--- src/rtl/uart_pkg.sv ---
// Shared UART datapath types: bit-timer mode/state encodings and default widths.
package uart_pkg;
  localparam int TMR_WIDTH_DEF = 16;
  localparam int TMR_PRE_W_DEF = 8;

  typedef enum logic {TMR_PERIODIC, TMR_ONESHOT} timer_mode_e;
  typedef enum logic {TMR_IDLE, TMR_RUN} timer_state_e;
endpackage

--- src/rtl/tick_prescaler.sv ---
// Step-enable generator: divides clk by div+1 while enabled; clr restarts the phase.
module tick_prescaler #(
  parameter int PRE_W = 8
) (
  input  logic             clk,
  input  logic             rst,
  input  logic             clr,
  input  logic             en,
  input  logic [PRE_W-1:0] div,
  output logic             step
);
  logic [PRE_W-1:0] cnt;

  assign step = en && (cnt == div);

  always_ff @(posedge clk) begin
    if (rst || clr)  cnt <= '0;
    else if (en)     cnt <= step ? '0 : cnt + PRE_W'(1);
  end
endmodule

--- src/rtl/uart_bit_timer.sv ---
// Restartable bit-period timer: periodic or one-shot tick, centre-of-bit half_tick.
module uart_bit_timer
  import uart_pkg::*;
#(
  parameter int WIDTH = TMR_WIDTH_DEF,
  parameter int PRE_W = TMR_PRE_W_DEF
) (
  input  logic              clk,
  input  logic              rst,
  input  logic              start,
  input  logic              stop,
  input  timer_mode_e       mode,
  input  logic [WIDTH-1:0]  period,
  input  logic [PRE_W-1:0]  prescale,
  output logic              busy,
  output logic              tick,
  output logic              half_tick,
  output logic              done,
  output logic [WIDTH-1:0]  count
);
  timer_state_e     state, state_d;
  timer_mode_e      mode_r;
  logic [WIDTH-1:0] period_r, count_d, last;
  logic [PRE_W-1:0] prescale_r;
  logic [WIDTH:0]   p_full, half_pt;
  logic             tick_d, half_d, done_d, load, pclr, step;

  // Period 0 stands for 2^WIDTH steps, so the half point needs one extra bit.
  assign p_full  = {period_r == '0, period_r};
  assign half_pt = p_full >> 1;
  assign last    = period_r - WIDTH'(1);
  assign busy    = (state == TMR_RUN);

  tick_prescaler #(.PRE_W(PRE_W)) u_pre (
    .clk  (clk),
    .rst  (rst),
    .clr  (pclr),
    .en   (busy),
    .div  (prescale_r),
    .step (step)
  );

  always_comb begin
    state_d = state;
    count_d = count;
    tick_d  = 1'b0;
    half_d  = 1'b0;
    done_d  = 1'b0;
    load    = 1'b0;
    pclr    = 1'b0;
    if (stop) begin
      // stop outranks a simultaneous start; in IDLE it is a no-op
      if (state == TMR_RUN) begin
        state_d = TMR_IDLE;
        count_d = '0;
        pclr    = 1'b1;
      end
    end else if (start) begin
      state_d = TMR_RUN;
      count_d = '0;
      pclr    = 1'b1;
      load    = 1'b1;
    end else if (state == TMR_RUN && step) begin
      half_d = ({1'b0, count} == half_pt) && (p_full != (WIDTH+1)'(1));
      if (count == last) begin
        count_d = '0;
        tick_d  = 1'b1;
        if (mode_r == TMR_ONESHOT) begin
          done_d  = 1'b1;
          state_d = TMR_IDLE;
        end
      end else begin
        count_d = count + WIDTH'(1);
      end
    end
  end

  always_ff @(posedge clk) begin
    if (rst) begin
      state      <= TMR_IDLE;
      count      <= '0;
      tick       <= 1'b0;
      half_tick  <= 1'b0;
      done       <= 1'b0;
      period_r   <= '0;
      prescale_r <= '0;
      mode_r     <= TMR_PERIODIC;
    end else begin
      state     <= state_d;
      count     <= count_d;
      tick      <= tick_d;
      half_tick <= half_d;
      done      <= done_d;
      if (load) begin
        period_r   <= period;
        prescale_r <= prescale;
        mode_r     <= mode;
      end
    end
  end
endmodule

--- config.mk ---
export PLATFORM = sky130hd
export DESIGN_NAME = uart_bit_timer
export DESIGN_NICKNAME = d
export VERILOG_FILES = /design/src/rtl/uart_pkg.sv /design/src/rtl/tick_prescaler.sv /design/src/rtl/uart_bit_timer.sv
export SDC_FILE = /design/constraint.sdc
export NUM_CORES = 1
export LEC_CHECK = 0
export CORE_ASPECT_RATIO = 1.2
export CORE_MARGIN = 4
export CORE_UTILIZATION = 55
export CTS_BUF_LIST = sky130_fd_sc_hd__clkbuf_4 sky130_fd_sc_hd__clkbuf_8 sky130_fd_sc_hd__clkbuf_16
export CTS_CLUSTER_DIAMETER = 80
export DETAILED_ROUTE_END_ITERATION = 6
export DONT_BUFFER_PORTS = 1
export PLACE_DENSITY = 0.71
export SLEW_MARGIN = 15
export SYNTH_ARGS = -nofsm -noshare
export SYNTH_HDL_FRONTEND = slang
export SYNTH_SLANG_ARGS = --single-unit
--- constraint.sdc ---
create_clock -name clk -period 2.9 [get_ports clk]
set_input_delay 0.87 -clock clk [delete_from_list [all_inputs] [get_ports clk]]
set_output_delay 0.87 -clock clk [all_outputs]
set_load 0.01 [all_outputs]
==> impl_metrics.env <==
export IMPL_worst_pin_slew_ps=971
export IMPL_dpl_hpwl_mm=6.68
export IMPL_place_congestion=0.927
export IMPL_cts_path_max_buffers=2
export IMPL_synth_top_area_share_pct=32.3
export IMPL_clock_sinks=53
export IMPL_rows=30
export IMPL_final_util_pct=61.0
export IMPL_outcome="finished clean"
export IMPL_core_um2=5740
export IMPL_endpoint_kind="flip-flop"
export IMPL_hold_end="mode_r"
export IMPL_grt_pass1_vias=2872
export IMPL_min_from="mode_r"
export IMPL_synth_flop_cell="dfxtp_1"
export IMPL_synth_xor_area_share_pct=14.4
export IMPL_reg2reg_from="period_r[0]"
export IMPL_p_sw_w=0.000436
export IMPL_dr_pass1_iters=5
export IMPL_grt_overflow=0
export IMPL_portBuffers=0
export IMPL_max_freq_mhz=366
export IMPL_ant_nets=0
export IMPL_synthArstFlopShare_pct=0
export IMPL_ys_ff_latch=53
export IMPL_path_clk_slew_ps=110
export IMPL_drive_gt1_share_pct=10.6
export IMPL_relSlewSlack_pct=35.2
export IMPL_power_density_nw_per_um2=420
export IMPL_synth_cell_types=57
export IMPL_grt_pass1_wl_mm=14.4
export IMPL_hold_buffers=0
export IMPL_vias_per_cell=6.07
export IMPL_hold_path_class="reg2reg"
export IMPL_synthMuxAreaShare_pct=0
export IMPL_peakVddDrop_uv=313
export IMPL_antenna_cells=0
export IMPL_syn_nets=448
export IMPL_syn_area_per_cell_um2=7.91
export IMPL_yosysTopAreaCell="dfxtp_1"
export IMPL_cap_violations=0
export IMPL_fp_dieW_um=78.5
export IMPL_synthesis_area_um2=3280
export IMPL_pin_count=49
export IMPL_reg2reg_slack_ps=160
export IMPL_fin_crit_ps=2740
export IMPL_clock_power_share_pct=30.0
export IMPL_antenna_found_initial=0
export IMPL_arrival_ps=3000
export IMPL_crit_fanout=6
export IMPL_final_setup_skew_ps=14.4
export IMPL_p_seq_share_pct=52.7
export IMPL_ys_warn_count=0
export IMPL_insertion_delay_ps=310
export IMPL_drt_iter0_drc=174
export IMPL_post_drt_wl_per_cell_um=17.6
export IMPL_dp_cells=486
export IMPL_drc=0
export IMPL_h_tree_depth=2
export IMPL_swShare_pct=29.7
export IMPL_rr_endpoint="count[14]"
export IMPL_path_class="reg2reg"
export IMPL_syn2layout_area_growth_pct=6.67
export IMPL_reg2reg_depth=8
export IMPL_nets=446
export IMPL_grt_use_total_pct=24.9
export IMPL_synthSimpleGateAreaFrac_pct=29.4
export IMPL_cts_tree="built"
export IMPL_synth_top_family_by_area="simple AND/OR/NAND/NOR gates"
export IMPL_final_cell_mix="69 x nand2_1, 53 x dfxtp_1, 32 x xor2_1"
export IMPL_synth_edf_count=0
export IMPL_ys_seq_area_share_pct=32.3
export IMPL_rsz0062_at_grt="no"
export IMPL_slew_violations=0
export IMPL_fin_setup_tns_ps=0
export IMPL_setup_viol=0
export IMPL_holdPathStages=2
export IMPL_pwr_share_comb_pct=17.3
export IMPL_synth_compound_area_share_pct=17.0
export IMPL_start_kind="flip-flop"
export IMPL_initial_core_util_pct=57.2
export IMPL_dieHeight_um=92.6
export IMPL_stdcell_count=494
export IMPL_layout_commonest_cell="nand2_1"
export IMPL_synth_area_leaders="dfxtp_1 32%, xor2_1 8.5%, nand2_1 7.9%"
export IMPL_cts_root_buf="clkbuf_8"
export IMPL_intPower_w=0.00103
export IMPL_vias=2999
export IMPL_final_area_um2=3500
export IMPL_grt_max_degree=34
export IMPL_numCtsBuffers=5
export IMPL_synthCells=415
export IMPL_wirelength_mm=8.72
export IMPL_placed_area_um2=3410
export IMPL_finalHoldViolCount=0
export IMPL_die_area_um2=7270
export IMPL_fin_crit_sh_pct=94.3
export IMPL_leakagePower_nw=1.43
export IMPL_worstPathRequired_ps=3170
export IMPL_synthAdderAreaFrac_pct=1.52
state kept, by name (all words and copies together) (netlist names):
name        cells
busy            1
half_tick       1
tick            1
mode_r          1
prescale_r      8
count          16
period_r       16
done            1
u_pre.cnt       8
cells by family after synthesis:
kind of cell / after synthesis
and+or+nand+nor: 183
xor gates and xnor gates: 54
buffers and inverters: 41
DFF: 53
adders and majority gates: 4
AOI/OAI and AO/OA: 80
power groups by stage:
stage          sequential [W]  clock, W  combinational (W)
2_1_floorplan        0.000774         0           0.000213
3_3_place_gp         0.000790         0           0.000251
3_5_place_dp         0.000791         0           0.000251
4_1_cts              0.000774  0.000448           0.000252
5_1_grt              0.000777  0.000472           0.000284
6_report             0.000774  0.000440           0.000255
worst max-delay path by stage:
| stage | slack, ps | end | start |
|---|---|---|---|
| after floorplan | 220 | count[13] | period_r[1] |
| after global placement | 270 | count[10] | period_r[1] |
| after detailed placement | 210 | count[14] | period_r[0] |
| after CTS | 190 | count[14] | period_r[0] |
| after global routing | 40 | count[14] | period_r[0] |
| final | 160 | count[14] | period_r[0] |
synth_stat cells, types with 2 or more instances:
| master | count |
|---|---|
| nand2_1 | 69 |
| a32oi_1 | 2 |
| a21oi_1 | 29 |
| o21bai_1 | 2 |
| o211ai_1 | 2 |
| nand2b_1 | 14 |
| buf_2 | 9 |
| nor2_1 | 23 |
| o22ai_1 | 3 |
| nand3_1 | 14 |
| a21o_1 | 7 |
| inv_1 | 10 |
| and3_1 | 10 |
| buf_1 | 2 |
| nand4_1 | 10 |
| or3_1 | 3 |
| nor3_1 | 8 |
| a31oi_1 | 5 |
| xnor2_1 | 22 |
| nor4_4 | 3 |
| clkbuf_1 | 18 |
| a2111oi_2 | 2 |
| nor4_1 | 10 |
| o21ai_0 | 6 |
| xor2_1 | 32 |
| dfxtp_1 | 53 |
| and4_1 | 3 |
| and2_1 | 3 |
| ha_1 | 4 |
| or4_1 | 2 |
| a221oi_1 | 7 |
| o311ai_0 | 2 |
| or2_2 | 2 |
repair_timing:
item,4_1_cts,5_1_grt
setup buffers,0,0
resized for setup,0,1
endpoints found under the setup margin,0,2
metal layers:
layer	vias to the layer above	GRT usage (%)	routed length (um)
li1	1460	-	-
met1	1402	32.2	3860
met2	109	40.1	3940
met3	28	4.67	562
met4	0	11.2	353
met5	-	0	0
layout make-up:
type	instances	area, um2
clock buffers	6	76.3
clock inverters	2	13.8
fillers	541	2240
inverters	10	37.5
multi-input cells	321	2050
flip-flops and latches	53	1060
well taps	80	100
repair buffers	22	165
critical path: stages, from the launching register on:
cell       delay (ps)
dfxtp_1           370
or4_1             690
xnor2_1           180
and4_1            210
a2111oi_2         510
nor4_4            140
buf_4             180
a221oi_1          280
a21o_1            120
metrics by stage:
| step | power, W | hold WS, ps | setup slack (ps) |
|---|---|---|---|
| 3_5_place_dp | 0.00104 | 445 | 213 |
| 6_report | 0.00147 | 455 | 165 |
| 4_1_cts | 0.00147 | 459 | 192 |
| 5_1_grt | 0.00153 | 480 | 36.2 |
| 3_3_place_gp | 0.00104 | 441 | 266 |
| 2_1_floorplan | 0.000987 | 436 | 217 |
No activity file was read; power rests on OpenSTA's default activity.
